[src/rtl/ysyx_24100027_ifu_pkg.sv]
// rtl/ysyx_24100027_ifu_pkg.sv - shared fetch-unit state encoding and constants
package ysyx_24100027_ifu_pkg;

  typedef enum logic [1:0] {
    IFU_REQ  = 2'd0,
    IFU_WAIT = 2'd1,
    IFU_HOLD = 2'd2
  } ifu_state_t;

  localparam logic [31:0] IFU_RESET_PC = 32'h8000_0000;
  localparam logic [31:0] IFU_NOP      = 32'h0000_0013;

endpackage

[src/rtl/ysyx_24100027_ifu.sv]
// rtl/ysyx_24100027_ifu.sv - single-outstanding instruction fetch unit with execute redirect
module ysyx_24100027_ifu
  import ysyx_24100027_ifu_pkg::*;
#(
  parameter logic [31:0] RESET_PC = IFU_RESET_PC,
  parameter logic [31:0] PC_STEP  = 32'd4
) (
  input  logic        clk,
  input  logic        rst,
  output logic        imem_req_valid,
  input  logic        imem_req_ready,
  output logic [31:0] imem_req_addr,
  input  logic        imem_rsp_valid,
  input  logic [31:0] imem_rsp_data,
  input  logic        imem_rsp_err,
  output logic        inst_valid,
  input  logic        inst_ready,
  output logic [31:0] inst,
  output logic [31:0] inst_pc,
  output logic        inst_err,
  input  logic        redirect_valid,
  input  logic [31:0] redirect_pc
);

  ifu_state_t  state;
  logic [31:0] pc;
  logic        kill;
  logic [31:0] rd_pc;
  logic [31:0] pc_seq;
  logic        unused_rd_lsb;

  assign rd_pc         = {redirect_pc[31:2], 2'b00};
  assign pc_seq        = pc + PC_STEP;
  assign unused_rd_lsb = ^redirect_pc[1:0];

  always_ff @(posedge clk or negedge rst) begin
    if (!rst) begin
      state          <= IFU_REQ;
      pc             <= RESET_PC;
      kill           <= 1'b0;
      imem_req_valid <= 1'b0;
      imem_req_addr  <= RESET_PC;
      inst_valid     <= 1'b0;
      inst           <= 32'h0;
      inst_pc        <= 32'h0;
      inst_err       <= 1'b0;
    end else begin
      case (state)
        IFU_REQ: begin
          imem_req_valid <= 1'b1;
          // The issued address is never retargeted; a redirect marks its response for dropping.
          if (redirect_valid) begin
            pc   <= rd_pc;
            kill <= 1'b1;
          end
          if (imem_req_valid && imem_req_ready) begin
            imem_req_valid <= 1'b0;
            state          <= IFU_WAIT;
          end
        end
        IFU_WAIT: begin
          if (imem_rsp_valid) begin
            if (kill || redirect_valid) begin
              kill           <= 1'b0;
              pc             <= redirect_valid ? rd_pc : pc;
              imem_req_addr  <= redirect_valid ? rd_pc : pc;
              imem_req_valid <= 1'b1;
              state          <= IFU_REQ;
            end else begin
              inst       <= imem_rsp_data;
              inst_err   <= imem_rsp_err;
              inst_pc    <= pc;
              inst_valid <= 1'b1;
              state      <= IFU_HOLD;
            end
          end else if (redirect_valid) begin
            pc   <= rd_pc;
            kill <= 1'b1;
          end
        end
        IFU_HOLD: begin
          // A redirect wins over the sequential step even when decode takes the word this cycle.
          if (redirect_valid || inst_ready) begin
            inst_valid     <= 1'b0;
            pc             <= redirect_valid ? rd_pc : pc_seq;
            imem_req_addr  <= redirect_valid ? rd_pc : pc_seq;
            imem_req_valid <= 1'b1;
            state          <= IFU_REQ;
          end
        end
        default: begin
          state          <= IFU_REQ;
          imem_req_valid <= 1'b0;
        end
      endcase
    end
  end

  rsp_only_in_wait: assert property (@(posedge clk) disable iff (!rst)
    imem_rsp_valid |-> (state == IFU_WAIT));

endmodule
[config.mk]
export PLATFORM = sky130hd
export DESIGN_NAME = ysyx_24100027_ifu
export DESIGN_NICKNAME = d
export VERILOG_FILES = /design/src/rtl/ysyx_24100027_ifu_pkg.sv /design/src/rtl/ysyx_24100027_ifu.sv
export SDC_FILE = /design/constraint.sdc
export NUM_CORES = 1
export LEC_CHECK = 0
export CAP_MARGIN = 15
export CORE_MARGIN = 1.5
export CORE_UTILIZATION = 35
export CTS_BUF_LIST = sky130_fd_sc_hd__clkbuf_2 sky130_fd_sc_hd__clkbuf_4 sky130_fd_sc_hd__clkbuf_8
export DETAILED_ROUTE_END_ITERATION = 7
export GPL_TIMING_DRIVEN = 0
export PLACE_DENSITY = 0.59
export SYNTH_ARGS = -nofsm -noshare
export SYNTH_HDL_FRONTEND = slang
export SYNTH_SLANG_ARGS = --single-unit
[constraint.sdc]
create_clock -name clk -period 5.6 [get_ports clk]
set_input_delay 0.56 -clock clk [delete_from_list [all_inputs] [get_ports clk]]
set_output_delay 0.56 -clock clk [all_outputs]
set_load 0.05 [all_outputs]
-- Yosys cells after proc, flatten, opt, wreduce, memory -nomap -nowiden
Cells that the tools add are included.
- bitwise operators: 1
- eq/ne operators: 8
- reductions and logical operators: 14
- mux-type cells: 26
- $add $sub $neg: 1
- operators by type and width (cell ; count):
    $mux W32 ; 6
    $pmux W32 S3 ; 1
    $pmux W32 S2 ; 1
    $add A32 B3 Y32 const B ; 1
    $reduce_and A3 Y1 ; 4
    $mux W1 ; 10
    $ne A2 B2 Y1 const B ; 5
    $mux W2 ; 4
    $reduce_and A4 Y1 ; 2
    $pmux W2 S3 ; 1
    $pmux W1 S2 ; 2
    $reduce_bool A2 Y1 ; 2
    $ne A3 B3 Y1 const B ; 1
    $pmux W1 S3 ; 1
    $reduce_bool A3 Y1 ; 1
    $eq A2 B1 Y1 const B ; 1
    $eq A2 B2 Y1 const B ; 1
    $logic_not A2 Y1 ; 1
    $logic_or A1 B1 Y1 ; 2
    $reduce_and A2 Y1 ; 1
    $logic_and A1 B1 Y1 ; 1
    $not A1 Y1 ; 1
- bits in registers: 134
- word-level logic and storage cells: 59
- input port bits: 71
- output and inout port bits: 99

-- Longest topological paths before layout
Gate-level depths: netlist (run 1).
- depth after elaboration: 4
- gate-level depth with buffers: 9

-- Worst setup path before layout (run 1)
OpenSTA, ideal clock, no wires.
- path type: reg2reg
- from: register pc[5]
- to: register pc[29]
- cell stages (with the launch flop): 8
- setup time: 137 ps
- clock period less this slack: 2130 ps
- data arrival time: 1993 ps
- path buffers: 2
- path slack: 3470 ps
- cells stage by stage: dfrtp_1 buf_4 nand2_1 buf_4 or4_4 or4_4 o31ai_2 a22oi_2
- longest elaborated chain between the ends: 4
- RTL lines (what ; line ; text):
    start: declaration ; ysyx_24100027_ifu.sv:26 ; logic [31:0] pc;
    start signal: assignment ; ysyx_24100027_ifu.sv:53 ; pc <= rd_pc;
    start signal: assignment ; ysyx_24100027_ifu.sv:65 ; pc <= redirect_valid ? rd_pc : pc;
    start signal: assignment ; ysyx_24100027_ifu.sv:77 ; pc <= rd_pc;
    $add A32 B3 Y32 ; ysyx_24100027_ifu.sv:33 ; assign pc_seq = pc + PC_STEP;
    $mux W32 ; ysyx_24100027_ifu.sv:85 ; pc <= redirect_valid ? rd_pc : pc_seq;
    $mux W32 ; ysyx_24100027_ifu.sv:83 ; if (redirect_valid || inst_ready) begin
    $pmux W32 S3 ; ysyx_24100027_ifu.sv:48 ; case (state)
Every way passes these cells. The select of a mux whose other input is x is not followed.
A chain may end at the register's enable or synchronous reset.

-- Final worst setup path (run 1)
- from: input redirect_valid
- to: register pc[20]
- longest elaborated chain between the ends: 4
- RTL lines (what ; line ; text):
    start: declaration ; ysyx_24100027_ifu.sv:21 ; input logic redirect_valid,
    $mux W32 (3 in a row) ; n/a ;
    $pmux W32 S3 ; ysyx_24100027_ifu.sv:48 ;
Several ways; a longest one is shown, not always the timed one. The select of a mux whose other input is x is not followed.

==> results.md, run 1 <==
- Final routed wire length divided by cell count: 20.5 um
- Sequential cell fraction of total power: 0.300
- Synth Flop Type: sky130_fd_sc_hd__dfrtp_1
- Die Height: 141 um
- Via-per-instance ratio: 5.48
- Top cells by area, synth: sky130_fd_sc_hd__dfrtp_1 50%, sky130_fd_sc_hd__mux2_2 11%, sky130_fd_sc_hd__nand2_1 4.0%
- Highest fanout seen on the critical path: 10
- Internal: between 2 and 3 mW
- Total net switching power: 2.70 mW
- Relative slew margins: 0.352
- Maximum count of clock buffers along a single path: 2
- CTS Buf Count: 17
- Multiplexer share of the synthesized area: 0.122
- Minimum clock period: 2.85 ns
- Crit-path slowest cell: sky130_fd_sc_hd__clkbuf_1
- Proportion of power drawn by combinational gates: 0.542
- Max H-tree Level: 4
- Synthesized-area fraction occupied by ao, oa, aoi and oai cells: 0.152
- Critical path buffers and inverters: 4
- Total power draw: 5.58 mW
- Fraction of the yosys area taken by sequential cells: 0.504
- Areal power density over the cells: 615 nW/um^2
- Iteration count of the initial detailed-routing pass: 5
- Number of synthesized flops with an enable pin: 0
- Clk sinks: 134
- Transition at the pin with the smallest max-transition slack: 0.964 ns
- Most common cell in the synthesized netlist: sky130_fd_sc_hd__dfrtp_1
- Synthesized instance count: 637
- Type of the setup path with the least slack: primary input to flop
- Via count of the first global-routing pass: ~6000
- Portion of synthesized cell area occupied by the leading cell type: 0.496
- Global routing met1 resource utilization: 0.298
- Total Die Area: around 20000 sq um
- Async set or reset register ratio after synthesis: 1.00
- Final setup fails: 0
- Power share of the clock group: 0.158
- Clk pin slew, worst setup/hold paths: 0.08 ns
- Core Region: 18700 sq um
- Maximum number of pins on one net before global-route repair: 97
- Site Rows: 50
- DRC violations left: 0
- Simple-gate share of the synthesized area: 0.143
- Fillcell total: 1726
- Max-slew violation count: 0
- Dominant combinational cell family by area after synthesis: compound AO/OA/AOI/OAI gates
- Aggregate global-route resource usage: 0.230
- Maximum clock frequency: roughly 350 MHz
- Dominant cell type by count on the critical path: sky130_fd_sc_hd__clkbuf_1
- XOR/XNOR Fraction of Synth Area: 0.0211
- Final non-filler cell total: 1071
- VDD IR max: roughly 0.33 mV
- Most used routing layer in global routing: met2
- Initial antenna violation count: 0
- Cell count after placement: 1039
- Detailed-route wire length: 21900 um
- Total nets after synthesis: a little over 700
- Setup repair after global routing missed its margin: no
- First-pass GRT wire length: 34400 um
- Post-Syn Area: 6660 sq um
- Setup slack after layout: 2.75 ns
- Clock tree skew after final layout: 0.00657 ns
- Starting density of the core: 0.356
- Antenna Nets Post-Route: 0
- Top-Level Pins: 170
- Cells along the critical path: clkdlybuf4s50_1, clkbuf_1, clkbuf_1, clkbuf_1, o21ai_0, a22oi_1
- Width of the chip: 141 um
- Pre-CTS WS: about 2.2 ns
- Required arrival time at the worst endpoint: roughly 6.0 ns
- Source-to-sink clock delay at the later pin of the worst-skew pair: 0.45 ns
- Stage delay of the slowest cell on the critical path: 0.61 ns
- Status: complete, no violations
- Smallest hold slack: 0.0123 ns
- Post-place instance area: roughly 8600 sq um
- Share of total power consumed by net switching: 0.484
- Dpl hpwl: ~16000 um
- Area occupied by multi-input gates: around 3000 sq um
- Ratio of final minimum period to clock period: 0.509
- Startpoint types: primary input
- Summed area of non-filler cells in the final layout: 9070 sq um
- Synth top cells by count: 132 x sky130_fd_sc_hd__dfrtp_1, 71 x sky130_fd_sc_hd__nand2_1, 65 x sky130_fd_sc_hd__mux2_2
- CTS resizes: 0
- CTS hold repair buffers: 0
- Biggest area consumer among synthesized cells: sky130_fd_sc_hd__dfrtp_1
- Final hold violations: 0
- Drt initial violations: around 370
- Distinct cell type count after synthesis: 62
- Met3 routing resource usage after global routing: 0.0639
- Average cell area after synthesis: 10.4 sq um
- Postcts setup bufs: 0
- Adder-Cell Fraction of Synth Area: 0.00940
- Final RePlAce weighted congestion: approximately 0.88
- Worst hold path type: primary input to asynchronous set/reset pin
- Total grt overflow: 0
- Flops & latches, synth: ~130
- Number of nets in the final layout: 900
- TritonCTS clock tree: yes
- Max-capacitance violation count: 0
- Via total after detailed routing: 5864
- Total area of sequential cells: 3360 sq um
- Category of the worst setup path capture point: flop
- Share of post-route cells with drive strength above 1: 0.160
- WP data arrival: 3.22 ns
- Count of inserted antenna diode cells: 0
- Cell type group with the largest total delay on the critical path: buffers and inverters
- Global-route met2 utilization: 0.367
- Area growth from synthesis to layout: 36.3%
- Root Buffer Master: sky130_fd_sc_hd__clkbuf_8
- Input/output buffers: 167
- Leakage power total: 3.70 nW
- Number of synthesis warnings: 0
-- per-stage QoR --
stage / setup TNS [ns] / util
after global placement: -197.82 / 0.461
final: 0 / 0.485
after global routing: 0 / 0.485
after floorplan: 0 / -
after CTS: 0 / 0.485
after detailed placement: 0 / 0.462
-- cell usage in the layout, fill, tap and decap left out, types with 5 or more instances in the layout --
cell                              instances
sky130_fd_sc_hd__clkdlybuf4s50_1        166
sky130_fd_sc_hd__nand2_1                 71
sky130_fd_sc_hd__nand2b_1                 6
sky130_fd_sc_hd__ha_1                     5
sky130_fd_sc_hd__a22oi_1                  5
sky130_fd_sc_hd__nor2_1                  29
sky130_fd_sc_hd__nand3_1                 20
sky130_fd_sc_hd__mux2_2                  65
sky130_fd_sc_hd__xor2_1                   8
sky130_fd_sc_hd__o31a_1                   9
sky130_fd_sc_hd__xnor2_1                  8
sky130_fd_sc_hd__clkbuf_8                17
sky130_fd_sc_hd__inv_1                   15
sky130_fd_sc_hd__buf_2                   10
sky130_fd_sc_hd__o31ai_1                 16
sky130_fd_sc_hd__nand4_1                 11
sky130_fd_sc_hd__or3_1                    5
sky130_fd_sc_hd__dfrtp_1                132
sky130_fd_sc_hd__nor4_1                  13
sky130_fd_sc_hd__clkbuf_1                26
sky130_fd_sc_hd__o21a_1                   7
sky130_fd_sc_hd__o21ai_0                 43
sky130_fd_sc_hd__buf_6                    5
sky130_fd_sc_hd__mux2i_1                  8
sky130_fd_sc_hd__nor3_1                   8
sky130_fd_sc_hd__buf_1                    5
sky130_fd_sc_hd__inv_6                    6
sky130_fd_sc_hd__a21oi_1                 29
-- final timing paths --
check	endpoint	slack, ns	cells past startpoint	start
worst max-delay path	pc[20]	2.75	6	redirect_valid
worst min-delay path	inst_pc[18]	0.01	1	rst
worst max register to register	pc[17]	2.77	7	state[0]
worst min register to register	imem_req_addr[0]	0.47	2	imem_req_addr[0]
max in group asynchronous	imem_req_addr[31]	4.75	2	rst
min in group clk	imem_req_addr[0]	0.47	2	imem_req_addr[0]
-- sequential cells by signal, indices dropped and copies added, names as in the netlist --
signal and flops:
imem_req_valid 1, kill 1, inst_pc 32, state 2, inst_err 1, inst 32, inst_valid 1, pc 32
imem_req_addr 32
-- cell families after synthesis --
family,count (synthesis)
AO/OA/AOI/OAI,154
XOR/XNOR,16
adder cells (fa/ha/maj),5
buffers and inverters,67
flip-flops,134
multiplexers,73
AND/OR/NAND/NOR,188
-- routing by layer --
metal | routed length, um | vias up
met5 | 0 | -
met4 | 585 | 0
met3 | 1810 | 42
met2 | 10300 | 258
met1 | 9230 | 2871
li1 | - | 2693
-- final cells by class --
cell class                 instances  area share
buffer                            52      0.0294
clock buffer                      17      0.0258
clock inverter                    15      0.0211
inverter                          15     0.00621
multi-input combinational        436       0.328
sequential                       134       0.370
tap                              234      0.0323
timing repair buffer             168       0.187
-- power by group through the flow --
stage               Clock [mW]  Sequential (mW)  Combinational [mW]
detailed placement           0             1.69                3.04
CTS                      0.901             1.68                3.05
global placement             0             1.67                3.01
finish                   0.879             1.67                3.02
global route             0.949             1.73                3.20
floorplan                    0             2.79               0.822
Power figures use the tool's default switching activity.
==> run 2, diff against run 1 <==
- clock period: 5.6 -> 3 ns (I/O delays scaled with it)
==> run 2 against run 1 <==
Sequential power up 87%; hold slack better by 0.32 ns; die area unchanged; design area up 0.17%; power up 87%; first-iteration DRC count down 1.4%.
==> results.md, run 2 (synthesis gave the netlist of run 1 again) <==
- Highest fanout seen on the critical path: 10
- Antenna Nets Post-Route: 0
- Via total after detailed routing: 5890
- Relative slew margins: 0.344
- Cell count after placement: 1039
- Smallest hold slack: 0.328 ns
- Starting density of the core: 0.356
- Post-place instance area: 8650 sq um
- First-pass GRT wire length: 34400 um
- Dpl hpwl: between 15000 and 20000 um
- Setup repair after global routing missed its margin: yes
- Aggregate global-route resource usage: 0.230
- Via count of the first global-routing pass: 6022
- Drt initial violations: 363
- Detailed-route wire length: ~22000 um
- Most frequent cells in the layout: 166 x sky130_fd_sc_hd__clkdlybuf4s50_1, 132 x sky130_fd_sc_hd__dfrtp_1, 71 x sky130_fd_sc_hd__nand2_1
- Max-slew violation count: 0
- Site Rows: 50
- Ratio of final minimum period to clock period: 0.947
- Type of the setup path with the least slack: flop to flop
- Pre-CTS WS: -0.0922 ns
- Final core utilization: 0.486
- Max-capacitance violation count: 0
- Width of the chip: 141 um
- Iteration count of the initial detailed-routing pass: 5
- CTS Buf Count: 17
- TritonCTS clock tree: yes
- Total grt overflow: 0
- Number of nets in the final layout: around 900
- Maximum number of pins on one net before global-route repair: 97
- Category of the worst setup path capture point: flop
- Die Height: 141 um
- Fillcell total: 1725
- Input/output buffers: about 170
- Final setup fails: 0
- Initial antenna violation count: 0
- Reg2Reg Capture Point: inst_pc[0]
- WP data arrival: 3.17 ns
- VDD IR max: 0.612 mV
- Startpoint types: flop
- Status: complete, no violations
- Share of post-route cells with drive strength above 1: 0.161
- Max H-tree Level: 4
- Area growth from synthesis to layout: 36.6%
- Minimum clock period: 2.84 ns
- R2r startpoint: state[1]
- Core Region: 18700 sq um
- Source-to-sink clock delay at the later pin of the worst-skew pair: 0.45 ns
- Count of inserted antenna diode cells: 0
- Leakage power total: 3.70 nW
- Worst hold path type: primary input to asynchronous set/reset pin
- Clk pin slew, worst setup/hold paths: roughly 0.080 ns
- Final routed wire length divided by cell count: 20.5 um
- Maximum count of clock buffers along a single path: 2
- Required arrival time at the worst endpoint: between 3 and 4 ns
- Length in cells of the worst reg-to-reg path: 6
- DRC violations left: 0
- Most common cell after layout, fill and taps aside: sky130_fd_sc_hd__clkdlybuf4s50_1
- Clock tree skew after final layout: ~0.0076 ns
- Postcts setup bufs: 0
- Top-Level Pins: 170
- Via-per-instance ratio: 5.49
- Maximum clock frequency: 352 MHz
- Areal power density over the cells: 1150 nW/um^2
- Reg-to-reg setup timing slack: approximately 0.16 ns
- Transition at the pin with the smallest max-transition slack: 0.975 ns
- Summed area of non-filler cells in the final layout: 9090 sq um
- Root Buffer Master: sky130_fd_sc_hd__clkbuf_8
- Setup slack after layout: about 0.16 ns
- Final hold violations: 0
- Total Die Area: 19900 sq um
- Final RePlAce weighted congestion: between 0.8 and 0.9
- Clk sinks: 134
- Final non-filler cell total: ~1100
## run 2: metal layers
layer	wire [um]	up-vias	track usage
li1	-	2695	-
met2	10300	263	0.368
met5	0	-	0
met3	1700	35	0.0635
met1	9390	2897	0.298
met4	551	0	0.0872
## run 2: worst max path at each step
stage                         startpoint          to
after global placement               rst  inst_pc[5]
after global routing            state[1]  inst_pc[0]
after detailed placement  redirect_valid      pc[17]
final                           state[1]  inst_pc[0]
after CTS                       state[0]      pc[17]
after floorplan                    pc[5]      pc[29]
## run 2: where the power goes
group / switching [mW] / total, mW / internal, mW
clock network: 0.803 / 1.64 / 0.841
logic: 3.69 / 5.65 / 1.96
registers: 0.550 / 3.13 / 2.58
total: 5.05 / 10.4 / 5.38
## run 2: what timing repair did
item	in CTS	in global routing
endpoints found under the hold margin	38	0
resized for setup	0	1
setup endpoints to repair	0	3
hold buffers	1	0
## run 2: stage by stage
| step | total power, mW | setup TNS [ns] |
|---|---|---|
| 5_1_grt | 11.0 | -0.00253 |
| 3_5_place_dp | 8.82 | -0.334 |
| 4_1_cts | 10.5 | 0 |
| 2_1_floorplan | 6.75 | 0 |
| 6_report | 10.4 | 0 |
| 3_3_place_gp | 8.75 | -510.99 |
## run 2: critical path, cell delays in order, from the launching register on
cell	delay [ns]
sky130_fd_sc_hd__dfrtp_1	0.41
sky130_fd_sc_hd__inv_1	0.10
sky130_fd_sc_hd__ha_1	0.28
sky130_fd_sc_hd__nor4bb_1	0.61
sky130_fd_sc_hd__clkbuf_1	0.53
sky130_fd_sc_hd__buf_2	0.42
sky130_fd_sc_hd__mux2_2	0.38
## run 2: final cells by class
class / count / area [sq um] / share of cell area
multi-input cells: 436 / 2980 / 0.328
inverters: 15 / 56.3 / 0.00619
repair buffers: 169 / 1710 / 0.188
clock buffers: 17 / 234 / 0.0257
flip-flops and latches: 134 / 3360 / 0.369
well taps: 234 / 293 / 0.0322
plain buffers: 52 / 267 / 0.0293
clock inverters: 15 / 191 / 0.0211
==> run 3, diff against run 2 <==
--- a/config.mk
+++ b/config.mk
@@ -13,4 +13,5 @@
 export GPL_TIMING_DRIVEN = 0
 export PLACE_DENSITY = 0.59
+export SLEW_MARGIN = 40
 export SYNTH_ARGS = -nofsm -noshare
 export SYNTH_HDL_FRONTEND = slang
==> constraint.sdc (replaced) <==
create_clock -name clk -period 3 [get_ports clk]
set_input_delay 0.6 -clock clk [delete_from_list [all_inputs] [get_ports clk]]
set_output_delay 0.6 -clock clk [all_outputs]
set_load 0.05 [all_outputs]
==> run 3 against run 2 <==
Worst setup slack got worse by 0.091 ns; clock skew is 0.0055 ns higher; via count down 0.53%; core utilization fell by 0.067 points; critical path depth is the same; critical path type is now primary input to flop; largest power group unchanged; highest routed layer unchanged.
==> results.md, run 3 (synthesis gave the netlist of run 1 again) <==
- Status: complete, no violations
- Total grt overflow: 0
- Worst hold path type: primary input to asynchronous set/reset pin
- Transition at the pin with the smallest max-transition slack: 0.826 ns
- Met3 routing resource usage after global routing: 0.0605
- Width of the chip: around 140 um
- Iteration count of the initial detailed-routing pass: 5
- Number of nets in the final layout: 900
- Via count of the first global-routing pass: between 6000 and 7000
- Maximum number of pins on one net before global-route repair: 73
- Final routed wire length divided by cell count: 20.5 um
- Minimum clock period: 2.93 ns
- Total Die Area: 19900 sq um
- Max H-tree Level: 4
- CTS hold repair buffers: 0
- Final hold violations: 0
- Maximum count of clock buffers along a single path: 2
- Clk pin slew, worst setup/hold paths: roughly 0.080 ns
- Max-capacitance violation count: 0
- Aggregate global-route resource usage: 0.231
- Reg-to-reg setup timing slack: 0.23 ns
- R2r startpoint: state[1]
- Initial antenna violation count: 0
- Most common cell after layout, fill and taps aside: sky130_fd_sc_hd__clkdlybuf4s50_1
- Max-slew violation count: 0
- Detailed-route wire length: 22000 um
- CTS Buf Count: 17
- Count of inserted antenna diode cells: 0
- Site Rows: 50
- Internal: 5.36 mW
- Root Buffer Master: sky130_fd_sc_hd__clkbuf_8
- Ratio of final minimum period to clock period: 0.978
- Final core utilization: 0.485
- Highest fanout seen on the critical path: 10
- Areal power density over the cells: 1140 nW/um^2
- Clock tree skew after final layout: 0.0132 ns
- Type of the setup path with the least slack: primary input to flop
- Proportion of power drawn by combinational gates: 0.544
- Fillcell total: 1731
- Most used routing layer in global routing: met2
- Via-per-instance ratio: 5.47
- Share of total power consumed by net switching: 0.484
- CTS resizes: 0
- Total power draw: 10.4 mW
- Power share of the clock group: 0.155
- Clk sinks: 134
- Share of post-route cells with drive strength above 1: 0.162
- Input/output buffers: 167
- Core Region: around 19000 sq um
- First-pass GRT wire length: 34500 um
- Global-route met2 utilization: 0.382
- Sequential cell fraction of total power: 0.300
- Drt initial violations: 309
- Dpl hpwl: 15700 um
- Total area of sequential cells: around 3400 sq um
- Starting density of the core: 0.356
- Via total after detailed routing: slightly below 6000
- Final setup fails: 0
- Required arrival time at the worst endpoint: 3.33 ns
- TritonCTS clock tree: yes
- Source-to-sink clock delay at the later pin of the worst-skew pair: 0.47 ns
- Top-Level Pins: 170
- Most frequent cells in the layout: 166 x sky130_fd_sc_hd__clkdlybuf4s50_1, 132 x sky130_fd_sc_hd__dfrtp_1, 71 x sky130_fd_sc_hd__nand2_1
- Die Height: about 140 um
- Category of the worst setup path capture point: flop
- Antenna Nets Post-Route: 0
- Area occupied by multi-input gates: ~3000 sq um
- DRC violations left: 0
- Area growth from synthesis to layout: 36.4%
- Leakage power total: 3.69 nW
- VDD IR max: 0.625 mV
- Startpoint types: primary input
- Maximum clock frequency: 341 MHz
- Postcts setup bufs: 0
- Global routing met1 resource utilization: 0.291
- Setup repair after global routing missed its margin: no
- Total net switching power: 5.03 mW
- Reg2Reg Capture Point: pc[16]
- Relative slew margins: 0.449
- Length in cells of the worst reg-to-reg path: 8
- Final RePlAce weighted congestion: 0.875
- WP data arrival: around 3.3 ns
[run 3: per-stage QoR]
| step | std cells | TNS, ns | worst slack [ns] | area [sq um] | hold slack [ns] |
|---|---|---|---|---|---|
| after floorplan | 637 | 0 | 0.870 | 6660 | 0.304 |
| after CTS | 1071 | 0 | 0.117 | 9070 | 0.108 |
| after detailed placement | 1039 | -15.75 | -0.386 | 8660 | 0.462 |
| after global routing | 1071 | 0 | 0.000617 | 9080 | 0.123 |
| after global placement | 1038 | -558.94 | -4.15 | 8620 | 0.458 |
| final | 1071 | 0 | 0.0674 | 9080 | 0.0964 |
[run 3: power groups by stage]
stage	sequential [mW]	clock, mW	combinational, mW
after floorplan	5.22	0	1.53
after CTS	3.13	1.66	5.69
after global routing	3.23	1.74	5.98
after global placement	3.12	0	5.63
final	3.12	1.61	5.66
after detailed placement	3.15	0	5.67
[run 3: worst max path at each step]
stage	slack, ns	startpoint	end	cells after the start
floorplan	0.87	pc[5]	pc[29]	7
global placement	-4.15	rst	inst_pc[5]	1
detailed placement	-0.39	redirect_valid	pc[17]	6
CTS	0.12	redirect_valid	pc[17]	6
global route	0.0006	redirect_valid	kill	6
finish	0.07	redirect_valid	pc[17]	6
[run 3: layout make-up]
cell class	count	area share
tap	234	0.0323
multi-input combinational	436	0.329
timing repair buffer	168	0.188
inverter	15	0.00620
clock buffer	17	0.0258
sequential	134	0.370
buffer	52	0.0294
clock inverter	15	0.0197
[run 3: worst max-delay path: stages]
cell,delay [ns]
sky130_fd_sc_hd__clkdlybuf4s50_1,0.57
sky130_fd_sc_hd__clkbuf_1,0.53
sky130_fd_sc_hd__clkbuf_1,0.56
sky130_fd_sc_hd__buf_1,0.58
sky130_fd_sc_hd__o21ai_0,0.23
sky130_fd_sc_hd__o2bb2ai_1,0.17
[run 3: per-layer routing]
layer	up-vias	routed length [um]
li1	2695	-
met1	2899	9260
met2	241	10700
met3	24	1610
met4	0	410
met5	-	0
